### config.mk
export PLATFORM = sky130hd
export DESIGN_NAME = stim_source
export DESIGN_NICKNAME = d
export VERILOG_FILES = /design/src/rtl/stim_source.sv
export SDC_FILE = /design/constraint.sdc
export NUM_CORES = 1
export LEC_CHECK = 0
export ABC_AREA = 1
export CAP_MARGIN = 40
export CORE_MARGIN = 2
export CORE_UTILIZATION = 58
export DETAILED_ROUTE_END_ITERATION = 6
export PLACE_DENSITY = 0.85
export SLEW_MARGIN = 20
export SYNTH_ARGS = -nofsm -noshare
export SYNTH_HDL_FRONTEND = slang
export SYNTH_SLANG_ARGS = --single-unit
### constraint.sdc
create_clock -name clk -period 4.1 [get_ports clk]
set_input_delay 1.025 -clock clk [delete_from_list [all_inputs] [get_ports clk]]
set_output_delay 1.025 -clock clk [all_outputs]
set_load 0.02 [all_outputs]
### src/rtl/stim_source.sv
// Pseudo-random stimulus transmitter: emits NUM_VECTORS words from a 32-bit Galois LFSR over valid/ready.
// Define STIM_SOURCE_CORNER_EN to prefix every run with an all-zeros and an all-ones corner vector.
module stim_source #(
  parameter int          DATAWIDTH   = 16,
  parameter logic [31:0] SEED        = 32'h0000_0001,
  parameter int          NUM_VECTORS = 256
) (
  input  logic                 clk,
  input  logic                 rst,
  input  logic                 start,
  output logic [DATAWIDTH-1:0] data,
  output logic                 valid,
  input  logic                 ready,
  output logic                 done,
  output logic [15:0]          count
);

  localparam logic [31:0] TAPS      = 32'h8020_0003;
  localparam logic [31:0] SEED_EFF  = (SEED == 32'h0) ? 32'h0000_0001 : SEED;
  localparam logic [16:0] LAST      = 17'(NUM_VECTORS);
  localparam bit          EMPTY_RUN = (NUM_VECTORS == 0);

  typedef enum logic [1:0] {IDLE, RUN, DONE} state_e;

  state_e               state_q;
  logic [31:0]          lfsr_q, lfsr_d;
  logic [DATAWIDTH-1:0] data_q, data_d;
  logic                 valid_q, done_q;
  logic [15:0]          count_q;
  logic                 last_xfer;

`ifdef STIM_SOURCE_CORNER_EN
  localparam logic [DATAWIDTH-1:0] FIRST_DATA = '0;
  logic [1:0] corner_q;  // 0: zero vector on the bus, 1: ones vector on the bus, 2: LFSR phase
`else
  localparam logic [DATAWIDTH-1:0] FIRST_DATA = SEED_EFF[DATAWIDTH-1:0];
`endif

  // Value of lfsr/data after a transfer of the vector currently presented.
  always_comb begin
    // NOTE: every output gets a default first, so no path through this block can infer a latch.
    lfsr_d = lfsr_q[0] ? ((lfsr_q >> 1) ^ TAPS) : (lfsr_q >> 1);
    data_d = lfsr_d[DATAWIDTH-1:0];
`ifdef STIM_SOURCE_CORNER_EN
    if (corner_q == 2'd0) begin
      lfsr_d = lfsr_q;
      data_d = '1;
    end else if (corner_q == 2'd1) begin
      lfsr_d = lfsr_q;
      data_d = lfsr_q[DATAWIDTH-1:0];
    end
`endif
  end

  assign last_xfer = ({1'b0, count_q} + 17'd1) == LAST;

  always_ff @(posedge clk or negedge rst) begin
    if (!rst) begin
      state_q  <= IDLE;
      lfsr_q   <= SEED_EFF;
      data_q   <= '0;
      valid_q  <= 1'b0;
      done_q   <= 1'b0;
      count_q  <= '0;
`ifdef STIM_SOURCE_CORNER_EN
      corner_q <= 2'd0;
`endif
    end else begin
      // NOTE: state registers use non-blocking assignments so every branch sees pre-edge values.
      case (state_q)
        IDLE, DONE: begin
          if (start) begin
            lfsr_q  <= SEED_EFF;
            count_q <= '0;
            data_q  <= FIRST_DATA;
`ifdef STIM_SOURCE_CORNER_EN
            corner_q <= 2'd0;
`endif
            if (EMPTY_RUN) begin
              state_q <= DONE;
              valid_q <= 1'b0;
              done_q  <= 1'b1;
            end else begin
              state_q <= RUN;
              valid_q <= 1'b1;
              done_q  <= 1'b0;
            end
          end
        end
        RUN: begin
          if (ready) begin
            count_q <= count_q + 16'd1;
            lfsr_q  <= lfsr_d;
            data_q  <= data_d;
`ifdef STIM_SOURCE_CORNER_EN
            if (corner_q != 2'd2) corner_q <= corner_q + 2'd1;
`endif
            if (last_xfer) begin
              state_q <= DONE;
              valid_q <= 1'b0;
              done_q  <= 1'b1;
            end
          end
        end
        default: state_q <= IDLE;
      endcase
    end
  end

  assign data  = data_q;
  assign valid = valid_q;
  assign done  = done_q;
  assign count = count_q;

endmodule

* Word level (Yosys, flattened, before mapping)
Cells that the tools add are included.
** Storage, ports and cells
- Logic and storage cells :: 43
- Register bits after elaboration :: 68
- Bits of input ports :: 4
** Cells by class
- Equal/unequal tests :: 6
- Bitwise operators :: 1
- Add/subtract/negate cells :: 2
- Muxes and demuxes :: 22
- Reduce and logical (&&, ||, !) cells :: 6
** Operator list (count)
- 2-to-1 mux 32 bit :: 3
- 2-to-1 mux 16 bit :: 4
- case mux 16 bit (2 select lines) :: 2
- case mux 32 bit (2 select lines) :: 1
- adder 16 x 1 -> 17 bit, second input constant :: 1
- == test 17 x 9 -> 1 bit, second input constant :: 1
- adder 16 x 1 -> 16 bit, second input constant :: 1
- 2-to-1 mux 1 bit :: 6
- 2-to-1 mux 2 bit :: 3
- != test 2 bit, second input constant :: 3
- AND reduction 3 bit :: 2
- NOT 3 -> 4 bit :: 1
- case mux 1 bit (2 select lines) :: 2
- case mux 2 bit (2 select lines) :: 1
- AND reduction 4 bit :: 1
- == test 2 x 1 -> 1 bit, second input constant :: 1
- == test 2 bit, second input constant :: 1
- logical NOT 2 bit :: 1
- nonzero test 2 bit :: 1
- OR reduction 2 bit :: 1

* Depth between registers and ports, before layout
Gate-level depths: netlist of the first run.
- Word-level depth :: 5
- Gate-level depth with buffers :: 14
- Gate-level depth less buffers :: 14

* Worst setup path after synthesis of the first run
No wires, ideal clock.
- Kind :: input -> register
- Start point :: input port ready
- End point :: register count_q[4] (netlist: count[4])
- Setup time :: 138 ps
- Data required time :: 3962 ps
- Cell stages on the path :: 6
- Buffers on the path :: 1
- Arrival :: 1859 ps
- Path slack :: 2103 ps
- Path through :: inv_1 > nand2_1 > o21ai_0 > a21oi_2 > clkbuf_1 > o22ai_1
** Between the ends
- Cells in the longest elaborated chain, start to end :: 2
** RTL lines
- from (decl) :: line 13 : input logic ready,
- != test 2 bit (no source line)
- AND reduction 3 bit (no source line)
- to (signal assigned) :: line 92 : count_q <= count_q + 16'd1;
- to (decl) :: line 29 : logic [15:0] count_q;
No other way between the ends.
A chain may end at the register's enable or synchronous reset.

* Worst setup path after layout of the first run
- Start point :: input port ready
- End point :: register lfsr_q[6]
** Between the ends
- Cells in the longest elaborated chain, start to end :: 2
** RTL lines
- != test 2 bit (no source line)
- AND reduction 3 bit (no source line)
- to (signal assigned) :: line 93 : lfsr_q <= lfsr_d;
- to (decl) :: line 26 : logic [31:0] lfsr_q, lfsr_d;
No other way between the ends.

==> summary.txt, run 1 <==
Seq/Total Area, Yosys = 0.523
Root Driver = clkbuf_8
wire length per cell = 13.2 microns
RR Startpoint = count[1]
Post-Syn Area = 0.00254 sq mm
clock latency on the worst-skew pair = 0.31 ns
Worst Max-Slew Pin Slew = 0.778 ns
die area = 0.00492 sq mm
Setup crit start = ready
Cells after Synth = 306
Max-Cap Viols = 0
layout cells sized above 1 = 0.0695
Clock Sinks = 53
Worst setup SP type = primary input
Max FO, Critical Path = 33
placed instance area = 0.00286 sq mm
Async S/R FF share, synth = 1.00
post-route cell area = 0.00298 sq mm
status = finished, final reports clean
Mapped Nets = 312
Core Util, Final = 0.693
ys flop type = dfrtp_1
EDFF count, synth = 0
Antenna diodes = 0
Synth cell types = 21
pin count of the biggest net entering global routing = 36
Setup crit end kind = flip-flop
CP cell instances = clkdlybuf4s50_1, inv_1, nand2_1, o21ai_0, a21oi_4, buf_4, o22ai_1
DR iter-0 viols = 89
Hold/Removal Path Class = flip-flop to flip-flop
number of remaining DRC errors = 0
post-CTS sizing = 0
TritonCTS Buffers = 5
number of register bits inferred by synthesis = 53
hold_ws = 0.485 ns
DP HPWL = 3.48 mm
CTS tree = built
GRT overflow = 0
Worst slew margin = 0.480
Worst Hold Launch = done
Critical Path AT = 2.78 ns
TritonRoute pass-1 iters = 4
Tcrit/Tclk final = 0.636
vias per cell = 5.34
area delta synth->final = 17.2%
die width = 70.2 microns
core area = 0.00429 sq mm
Post-Place Cells = 375
Max Clk Rate = 384 MHz
number of port buffers = 37
Total Negative Setup Slacks = 0 ns
initial antenna violation count = 0
clk slew on worst S/H paths = 0.09 ns
row count = 24
DRT antenna net count = 0
# setup viols final = 0
Clock Tree Buf Depth = 2
VDD IR max = 0.405 mV
Worst Setup Path Type = primary input to flip-flop
CP max-delay cell = a21oi_4
CTS H-tree lvls = 2
Syn Area/Cell = 8.30 sq um
Die H = 70.2 microns
P_leak = 1.35 nW
Routed WL = 5.04 mm
Top Ports = 38
# hold bufs at CTS = 0
first-pass GRT wire length = 8.58 mm
Slowest Stage Delay on Critical Path = 0.63 ns
initial core utilization = 0.591
max-slew violations = 0
Nets = 336
critical path required time = 4.27 ns
number of global-route vias before repair = 1958
clk_skew = 0.0105 ns
GRT Total Usage = 0.219
vias = 2045
Syn. warnings = 0
min cycle time layout = 2.61 ns
Post-CTS Setup Bufs = 0
final RePlAce weighted congestion = 0.809
Pwr per Cell Area = 721 mW/mm^2
final hold viol count = 0
fin cells = 383
RSZ-0062 raised after global routing = false
-- path summary, 6_finish.rpt --
| check | to | slack, ns | cells after the start |
|---|---|---|---|
| min reg2reg | done | 0.49 | 2 |
| max reg2reg | valid | 2.02 | 14 |
| max | lfsr_q[6] | 1.49 | 7 |
| min in group asynchronous | count[14] | 0.77 | 1 |
| max in group asynchronous | lfsr_q[21] | 2.57 | 2 |
| min | done | 0.49 | 2 |
-- where the power goes --
| part | switching, mW | internal (mW) |
|---|---|---|
| combinational | 0.573 | 0.383 |
| clock | 0.174 | 0.183 |
| sequential | 0.134 | 0.700 |
-- area by class of cell --
cell class,count,area [sq um]
flip-flops and latches,53,1330
clock buffers,5,68.8
multi-input cells,169,848
inverters,60,225
repair buffers,41,395
fillers,337,1320
clock inverters,3,46.3
well taps,52,65.1
-- registers in the layout, indices dropped and copies added (netlist names) --
name and cells:
lfsr_q 32, valid 1, state_q 2, count 16, done 1, data 1
-- critical path, delay by kind of cell --
family / cells / cell delay (ns)
AOI/OAI and AO/OA: 3 / 0.85
buffers and inverters: 3 / 0.81
and+or+nand+nor: 1 / 0.08
-- synth_stat cells, drive strengths merged (2+ instances only) --
cell type	instances	share of area
o21ai	19	0.037
o211ai	2	0.0059
ha	2	0.0099
o22ai	35	0.086
dfrtp	52	0.51
clkbuf	9	0.013
nand4	6	0.015
xor2	2	0.0069
nand2	62	0.095
nand3	12	0.024
inv	60	0.089
nor2	24	0.039
buf	15	0.044
a21oi	4	0.0094
-- cells in the final DEF (no fill, tap or decap), types with 2 or more instances in the layout --
cell	instances
a21oi_1	3
buf_4	4
clkbuf_8	5
clkdlybuf4s50_1	36
dfrtp_1	52
ha_1	2
inv_1	59
nand2_1	59
nand2_2	3
nand3_1	12
nand4_1	6
nor2_1	20
nor2_2	4
o211ai_1	2
o21ai_0	18
o22ai_1	35
xor2_1	2
-- metal layers --
metal,GRT usage,wire length [microns]
met5,0,0
met3,0.0462,225
met1,0.273,2260
met4,0.0769,61
met2,0.378,2500
-- kinds of logic after synthesis --
group                      count (synthesis)  synth area share
and+or+nand+nor                          105             0.175
AOI/OAI and AO/OA                         60             0.139
DFF                                       53             0.523
adders and majority gates                  2           0.00985
xor gates and xnor gates                   2           0.00690
buffers and inverters                     84             0.146
-- metrics by stage --
step / setup slack (ns) / total power [mW]
6_report: 1.49 / 2.15
3_5_place_dp: 1.19 / 1.79
3_3_place_gp: 1.21 / 1.76
2_1_floorplan: 2.10 / 1.47
4_1_cts: 1.54 / 2.15
5_1_grt: 1.34 / 2.30
(Power assumes the default switching activity.)
==> inputs of run 2 (changes only) <==
- CORE_UTILIZATION: 58 -> 48
- PLACE_DENSITY: 0.85 -> 0.75
- clock period: 4.1 -> 2.3 ns (I/O delays scaled with it)
==> summary.txt, run 2 (synthesis gave the netlist of run 1 again) <==
fin worst setup slack = 0.281 ns
Setup crit end kind = flip-flop
die area = 0.00589 sq mm
Max Clk Rate = 495 MHz
TritonCTS Buffers = 5
clk slew on worst S/H paths = 0.09 ns
Worst Setup Path Type = flip-flop to flip-flop
TritonRoute pass-1 iters = 4
power share of the sequential group = 0.385
final RePlAce weighted congestion = 0.848
DR iter-0 viols = 146
post-CTS sizing = 0
Setup WS pre-CTS = 0.268 ns
RSZ-0062 raised after global routing = false
Clock Power Share = 0.168
critical path required time = 2.49 ns
Fill cells = 455
Critical Path AT = 2.21 ns
Top reg by flops = lfsr_q
Worst setup SP type = flip-flop
Clock Sinks = 53
vias per cell = 5.03
RR Startpoint = count[1]
# hold bufs at CTS = 0
clk_skew = 0.00551 ns
area delta synth->final = 18.9%
layout cells sized above 1 = 0.0693
Routed WL = 5.01 mm
DRT antenna net count = 0
die width = 76.7 microns
VDD IR max = 0.521 mV
most frequent cells in the layout = 59 x inv_1, 59 x nand2_1, 52 x dfrtp_1, 36 x clkdlybuf4s50_1, 35 x o22ai_1
footprint of the multi-input gates = 848 sq um
CP max-delay cell = dfrtp_1
first-pass GRT wire length = 8.83 mm
Max FO, Critical Path = 6
row count = 26
Clock Tree Buf Depth = 2
Worst slew margin = 0.603
Antenna diodes = 0
Nets = 337
Tcrit/Tclk final = 0.878
status = finished, final reports clean
number of global-route vias before repair = 1869
vias = 2021
Hold/Removal Path Class = primary input to async pin
pin count of the biggest net entering global routing = 44
Post-CTS Setup Bufs = 0
GRT overflow = 0
Worst Max-Slew Pin Slew = 0.594 ns
FF+latch area = 0.00133 sq mm
DP HPWL = 3.57 mm
Top Ports = 38
hold_ws = 0.244 ns
Total Negative Setup Slacks = 0 ns
switching portion of total power = 0.401
Die H = 76.7 microns
max-slew violations = 0
clock latency on the worst-skew pair = 0.30 ns
min cycle time layout = 2.02 ns
Pwr per Cell Area = 1280 mW/mm^2
final hold viol count = 0
number of port buffers = 37
GRT Total Usage = 0.185
Slowest Stage Delay on Critical Path = 0.44 ns
core area = 0.00511 sq mm
CP cell instances = ha_1, nand2_1, nor2_2, nand3_1, o21ai_1, nand2_1, nor2_1, nand3_1, nand2_2, nand2_2, nand2_1, nand2_1
most common cell type on the critical path = nand2_1
initial core utilization = 0.497
P_leak = 1.36 nW
wire length per cell = 12.5 microns
Setup crit start = count[1]
initial antenna violation count = 0
switching power = 1.55 mW
max FFs per register = 32
Root Driver = clkbuf_8
internal cell power = 2.31 mW
CTS tree = built
Max-Cap Viols = 0
CTS H-tree lvls = 2
Comb pwr share = 0.447
number of remaining DRC errors = 0
# setup viols final = 0
## run 2: cell types whose count changed in the layout (fill, tap and decap cells not counted)
cell        previous run  this run
clkbuf_1               0         1
buf_12                 0         1
clkbuf_8               5         6
clkinvlp_4             1         0
clkinv_4               1         0
## run 2: metal layers
metal / up-vias / track usage / routed length, microns / share of wire
met2: 35 / 0.292 / 2500 / 0.50
met4: 0 / 0.0782 / 72 / 0.014
met5: - / 0 / 0 / 0
met1: 962 / 0.247 / 2290 / 0.46
li1: 1018 / - / - / -
met3: 6 / 0.0400 / 154 / 0.031
## run 2: stage by stage
stage / utilization / instance area, sq um / power [mW] / cells
5_1_grt: 0.591 / 3020 / 4.15 / 402
6_report: 0.591 / 3020 / 3.86 / 402
4_1_cts: 0.591 / 3020 / 3.89 / 402
3_3_place_gp: 0.569 / 2900 / 3.18 / 394
2_1_floorplan: - / 2540 / 2.62 / 306
3_5_place_dp: 0.569 / 2900 / 3.24 / 394
## run 2: final cells by class
class / count / share of cell area
clock buffers: 7 / 0.0286
clock inverters: 1 / 0.00994
inverters: 60 / 0.0746
multi-input cells: 169 / 0.281
flip-flops and latches: 53 / 0.440
well taps: 70 / 0.0290
repair buffers: 42 / 0.138
## run 2: path summary, 6_finish.rpt
kind / slack, ns / depth (start not counted) / to
worst max-delay path: 0.28 / 12 / valid
worst min-delay path: 0.24 / 1 / count[14]
worst max register to register: 0.28 / 12 / valid
worst min register to register: 0.48 / 2 / done
max in group asynchronous: 1.43 / 2 / lfsr_q[11]
min in group clk: 0.48 / 2 / done
## run 2: power by group through the flow
stage	Combinational, mW	Clock [mW]	Sequential (mW)
2_1_floorplan	1.02	0	1.60
3_3_place_gp	1.68	0	1.50
3_5_place_dp	1.74	0	1.50
4_1_cts	1.74	0.667	1.48
5_1_grt	1.91	0.705	1.54
6_report	1.73	0.649	1.49
## run 2: worst max-delay path: cells and delay by family, from the launching register on
family | cells | cell delay [ns]
and+or+nand+nor | 10 | 1.05
adders and majority gates | 1 | 0.25
DFF | 1 | 0.44
AOI/OAI and AO/OA | 1 | 0.17
==> patch 1 (flow settings as in run 1) <==
The 3 states of `state_e` get a one-hot encoding in 3 bits.
--- a/src/rtl/stim_source.sv
+++ b/src/rtl/stim_source.sv
@@ -20,7 +20,7 @@
   localparam logic [16:0] LAST      = 17'(NUM_VECTORS);
   localparam bit          EMPTY_RUN = (NUM_VECTORS == 0);
 
-  typedef enum logic [1:0] {IDLE, RUN, DONE} state_e;
+  typedef enum logic [2:0] {IDLE = 3'b001, RUN = 3'b010, DONE = 3'b100} state_e;
 
   state_e               state_q;
   logic [31:0]          lfsr_q, lfsr_d;
Formal check against the unedited RTL: no difference found for any inputs over 10 cycles, from zero or initial values and one cycle with rst low; not proved beyond that.
==> patch 1 against run 1 <==
- power decreased by 26%
- via count up 5.5%
- setup slack got worse by 0.051 ns
- first-iteration DRC count increased by 110%
- sequential cell count is 1 higher
- routed wire length grew 4.2%
- area after synthesis grew 8.3%
- cell area rose by 4.0%
- critical path type unchanged
==> patch 1: results (changes against run 1) <==
| Metric | Value |
|---|---|
| Synth cell types | 28 (+33%) |
| Top post-synthesis cells by count | nand2_1 (59), dfrtp_1 (52), inv_1 (49) |
| Repair and plain buffers | 39 (-4.9%) |
| Peak VDD IR | 0.2901 mV (-28%) |
| Starting Density | 0.5901 (-0.001425) |
| Met3 Routed Length | 268 microns (+19%) |
| DP Wirelength | 3632 microns (+4.4%) |
| Reg2Reg Setup Slack | 1.88 ns (-0.14 ns) |
| Pin count of the biggest net entering global routing | 40 (+11%) |
| Worst Hold Launch | valid |
| Crit path capture | lfsr_q[15] |
| Synth Instances | 313 (+2.3%) |
| Via count | 2158 (+5.5%) |
| Reg-to-Reg Start | state_q[0] |
| Layout cell share with drive strength beyond 1 | 0.1168 (+0.04728) |
| Crit-path slowest cell | inv_2 |
| First-pass GRT wire length | 8742 microns (+1.9%) |
| Fin nets | 339 (+0.89%) |
| Mapped Nets | 319 (+2.2%) |
| Arr. time, crit path | 2.84 ns (+0.06 ns) |
| Synth area leaders | dfrtp_1 (47%), nand2_1 (8.1%), o22ai_1 (7.5%) |
| Met2 Use GR | 0.3495 (-0.02828) |
| Fin Clk Skew | 0.01012 ns (-0.0003446 ns) |
| Worst-Margin Slew | 0.7087 ns (-0.06933 ns) |
| Comb_multi_in | 180 (+6.5%) |
| Post-Route WL | 5254 microns (+4.2%) |
| Run status | completed |
| Static Leak | 1.324 nW (-1.6%) |
| Vias in the first global route | 1948 (-0.51%) |
patch 1: power groups by stage:
stage / sequential (mW) / clock (mW) / combinational, mW
after floorplan: 0.679 / 0 / 0.508
after global placement: 0.664 / 0 / 0.557
after detailed placement: 0.667 / 0 / 0.572
after CTS: 0.656 / 0.353 / 0.576
after global routing: 0.664 / 0.375 / 0.641
final: 0.656 / 0.349 / 0.577
patch 1: stage by stage:
stage               power, mW  area, sq um
floorplan               1.187         2750
global placement        1.221         2988
detailed placement      1.239         2988
CTS                     1.584         3094
global route            1.680         3094
finish                  1.582         3094
patch 1: worst max-delay path, delay by kind of cell:
kind	cells	cell delay [ns]
AOI/OAI and AO/OA	2	0.17
buffers and inverters	4	1.41
and+or+nand+nor	2	0.23
patch 1: kinds of logic after synthesis:
logic type / count (synthesis) / synth area share
compound gates: 54 / 0.1242
flops: 54 / 0.4923
fa+ha+maj: 2 / 0.009098
xor+xnor: 5 / 0.01593
simple gates: 119 / 0.2097
buf+inv: 79 / 0.1488
==> patch 2 (settings of run 1) <==
Made on the original files. The parameter `DATAWIDTH` goes from 16 to 32.
--- a/src/rtl/stim_source.sv
+++ b/src/rtl/stim_source.sv
@@ -1,7 +1,7 @@
 // Pseudo-random stimulus transmitter: emits NUM_VECTORS words from a 32-bit Galois LFSR over valid/ready.
 // Define STIM_SOURCE_CORNER_EN to prefix every run with an all-zeros and an all-ones corner vector.
 module stim_source #(
-  parameter int          DATAWIDTH   = 16,
+  parameter int          DATAWIDTH   = 32,
   parameter logic [31:0] SEED        = 32'h0000_0001,
   parameter int          NUM_VECTORS = 256
 ) (
Interface: changed (resized data); port bits go from 38 to 54. The function was not compared with the original's and may differ.
==> patch 2 against run 1 <==
- routed wire length rose by 8.9%
- critical endpoint is now count[3]
- sequential cell count did not move
- setup slack improved by 0.17 ns
- area after synthesis is 5.2% higher
- largest power group unchanged
- combinational power fell by 3.3%
- die area grew 4.9%
- cell area up 6.2%
- power shrank 3.5%
- clock skew decreased by 0.0021 ns
- non-clock buffer count increased by 15
==> patch 2: results (changes against run 1) <==
| Metric | Value |
|---|---|
| # diodes | 0 (unchanged) |
| Mapped Nets | 325 (+4.2%) |
| DR pass1 iterations | 4 (unchanged) |
| Port Buffer Count | 53 (+43%) |
| Synth cell types | 24 (+14%) |
| CP Max Fanout | 5 (-85%) |
| Ys Warns | 0 (unchanged) |
| Root Buffer | clkbuf_8 |
| Fin Clk Skew | 0.008361 ns (-0.002099 ns) |
| Proportion of power drawn by flip-flops and latches | 0.403 (+0.014) |
| H-tree depth reported by CTS | 2 (unchanged) |
| Via count | 2160 (+5.6%) |
| Final RePlAce weighted congestion | 0.8880 (+9.8%) |
| Iteration-0 DRC Markers | 194 (+120%) |
| Clock slew at reported path FFs | 0.10 ns |
| First-pass GRT wire length | 9501 microns (+11%) |
| Peak VDD IR | 0.4229 mV (+4.4%) |
| FFs w/ async S/R, synth | 1.000 (unchanged) |
| CTS Buffer Depth | 2 (unchanged) |
| CTS buffer count | 5 (unchanged) |
| All-layer global routing usage | 0.2327 (+0.01386) |
| PD cells | 655.8 nW/um^2 (-9.1%) |
| Top_reg_cell synth | dfrtp_1 |
| Clock insertion delay at the later pin of the skew report | 0.30 ns |
| Worst-Margin Slew | 0.5924 ns (-0.1857 ns) |
| Vias in the first global route | 2076 (+6.0%) |
| Post-CTS Resized | 0 (unchanged) |
| Pin count of the biggest net entering global routing | 56 (+56%) |
| # fillers | 356 (+5.6%) |
| Max FFs per register | 32 (unchanged) |
| Sequential element share of the synthesized area | 0.4970 (-0.02570) |
| Vias per Instance | 5.414 (+1.4%) |
| Fin nets | 352 (+4.8%) |
| DP Wirelength | 3867 microns (+11%) |
| Post-CTS setup buffer count | 0 (unchanged) |
| Wirelength per Cell | 13.76 microns (+4.5%) |
| Combinational fraction of design power | 0.446 (about the same) |
| DP Cell Count | 391 (+4.3%) |
| CP top delay family | buffers and inverters |
| Layout cell share with drive strength beyond 1 | 0.08934 (+0.01985) |
| Internal | 1.229 mW (-2.9%) |
| Run status | completed |
| Crit-path slowest cell | clkdlybuf4s50_1 |
| Static Leak | 1.409 nW (+4.7%) |
| Top post-synthesis cells by count | nand2_1 (58), inv_1 (54), dfrtp_1 (52) |
| Initial antenna violation count | 0 (unchanged) |
| Hold Crit Class | reg -> reg |
| Top reg by flops | lfsr_q |
| DP Worst Slack | 1.422 ns (+0.2302 ns) |
| Synth Instances | 319 (+4.2%) |
| Max stage delay on crit path | 0.64 ns |
| Synth area leaders | dfrtp_1 (49%), o22ai_1 (8.4%), nand2_1 (8.1%) |
| Arr. time, crit path | 1.41 ns (-1.37 ns) |
patch 2: area by class of cell:
type                       instances  area share
clock inverter                     3    0.009102
clock buffer                       5     0.02176
inverter                          59     0.07004
timing repair buffer              56      0.1773
sequential                        53      0.4199
multi-input combinational        171      0.2814
tap                               52     0.02058
patch 2: final timing paths:
| check | from | to | slack [ns] | cells past startpoint |
|---|---|---|---|---|
| hold reg to reg | valid | valid | 0.49 | 2 |
| max in group asynchronous | rst | count[3] | 2.91 | 2 |
| min in group asynchronous | rst | lfsr_q[6] | 0.66 | 1 |
| setup reg to reg | count[0] | done | 2.04 | 14 |
| setup / recovery | count[3] | count[3] | 1.66 | 1 |
| hold / removal | valid | valid | 0.49 | 2 |
patch 2: kinds of logic (layout without fill, tap and decap cells):
group           after synthesis  count (layout)  share of synthesized area
flops                        53              53                     0.4970
fa+ha+maj                     2               2                   0.009366
simple gates                105             105                     0.1756
buf+inv                      95             123                     0.1728
compound gates               61              61                     0.1354
xor+xnor                      3               3                   0.009838
patch 2: per-stage QoR:
step	cell area, sq um	hold WS (ns)	power [mW]
final	3162	0.4932	2.073
after global routing	3162	0.5307	2.206
after CTS	3162	0.4994	2.084
after detailed placement	3064	0.4672	1.765
after global placement	3044	0.4668	1.738
after floorplan	2671	0.5120	1.459
patch 2: routing by layer:
metal / GRT usage / vias up / wire, microns
met5: 0 / - / 0
li1: - / 1051 / -
met2: 0.3724 / 75 / 2743
met1: 0.3296 / 1032 / 2431
met3: 0.03516 / 2 / 287
met4: 0.07338 / 0 / 29
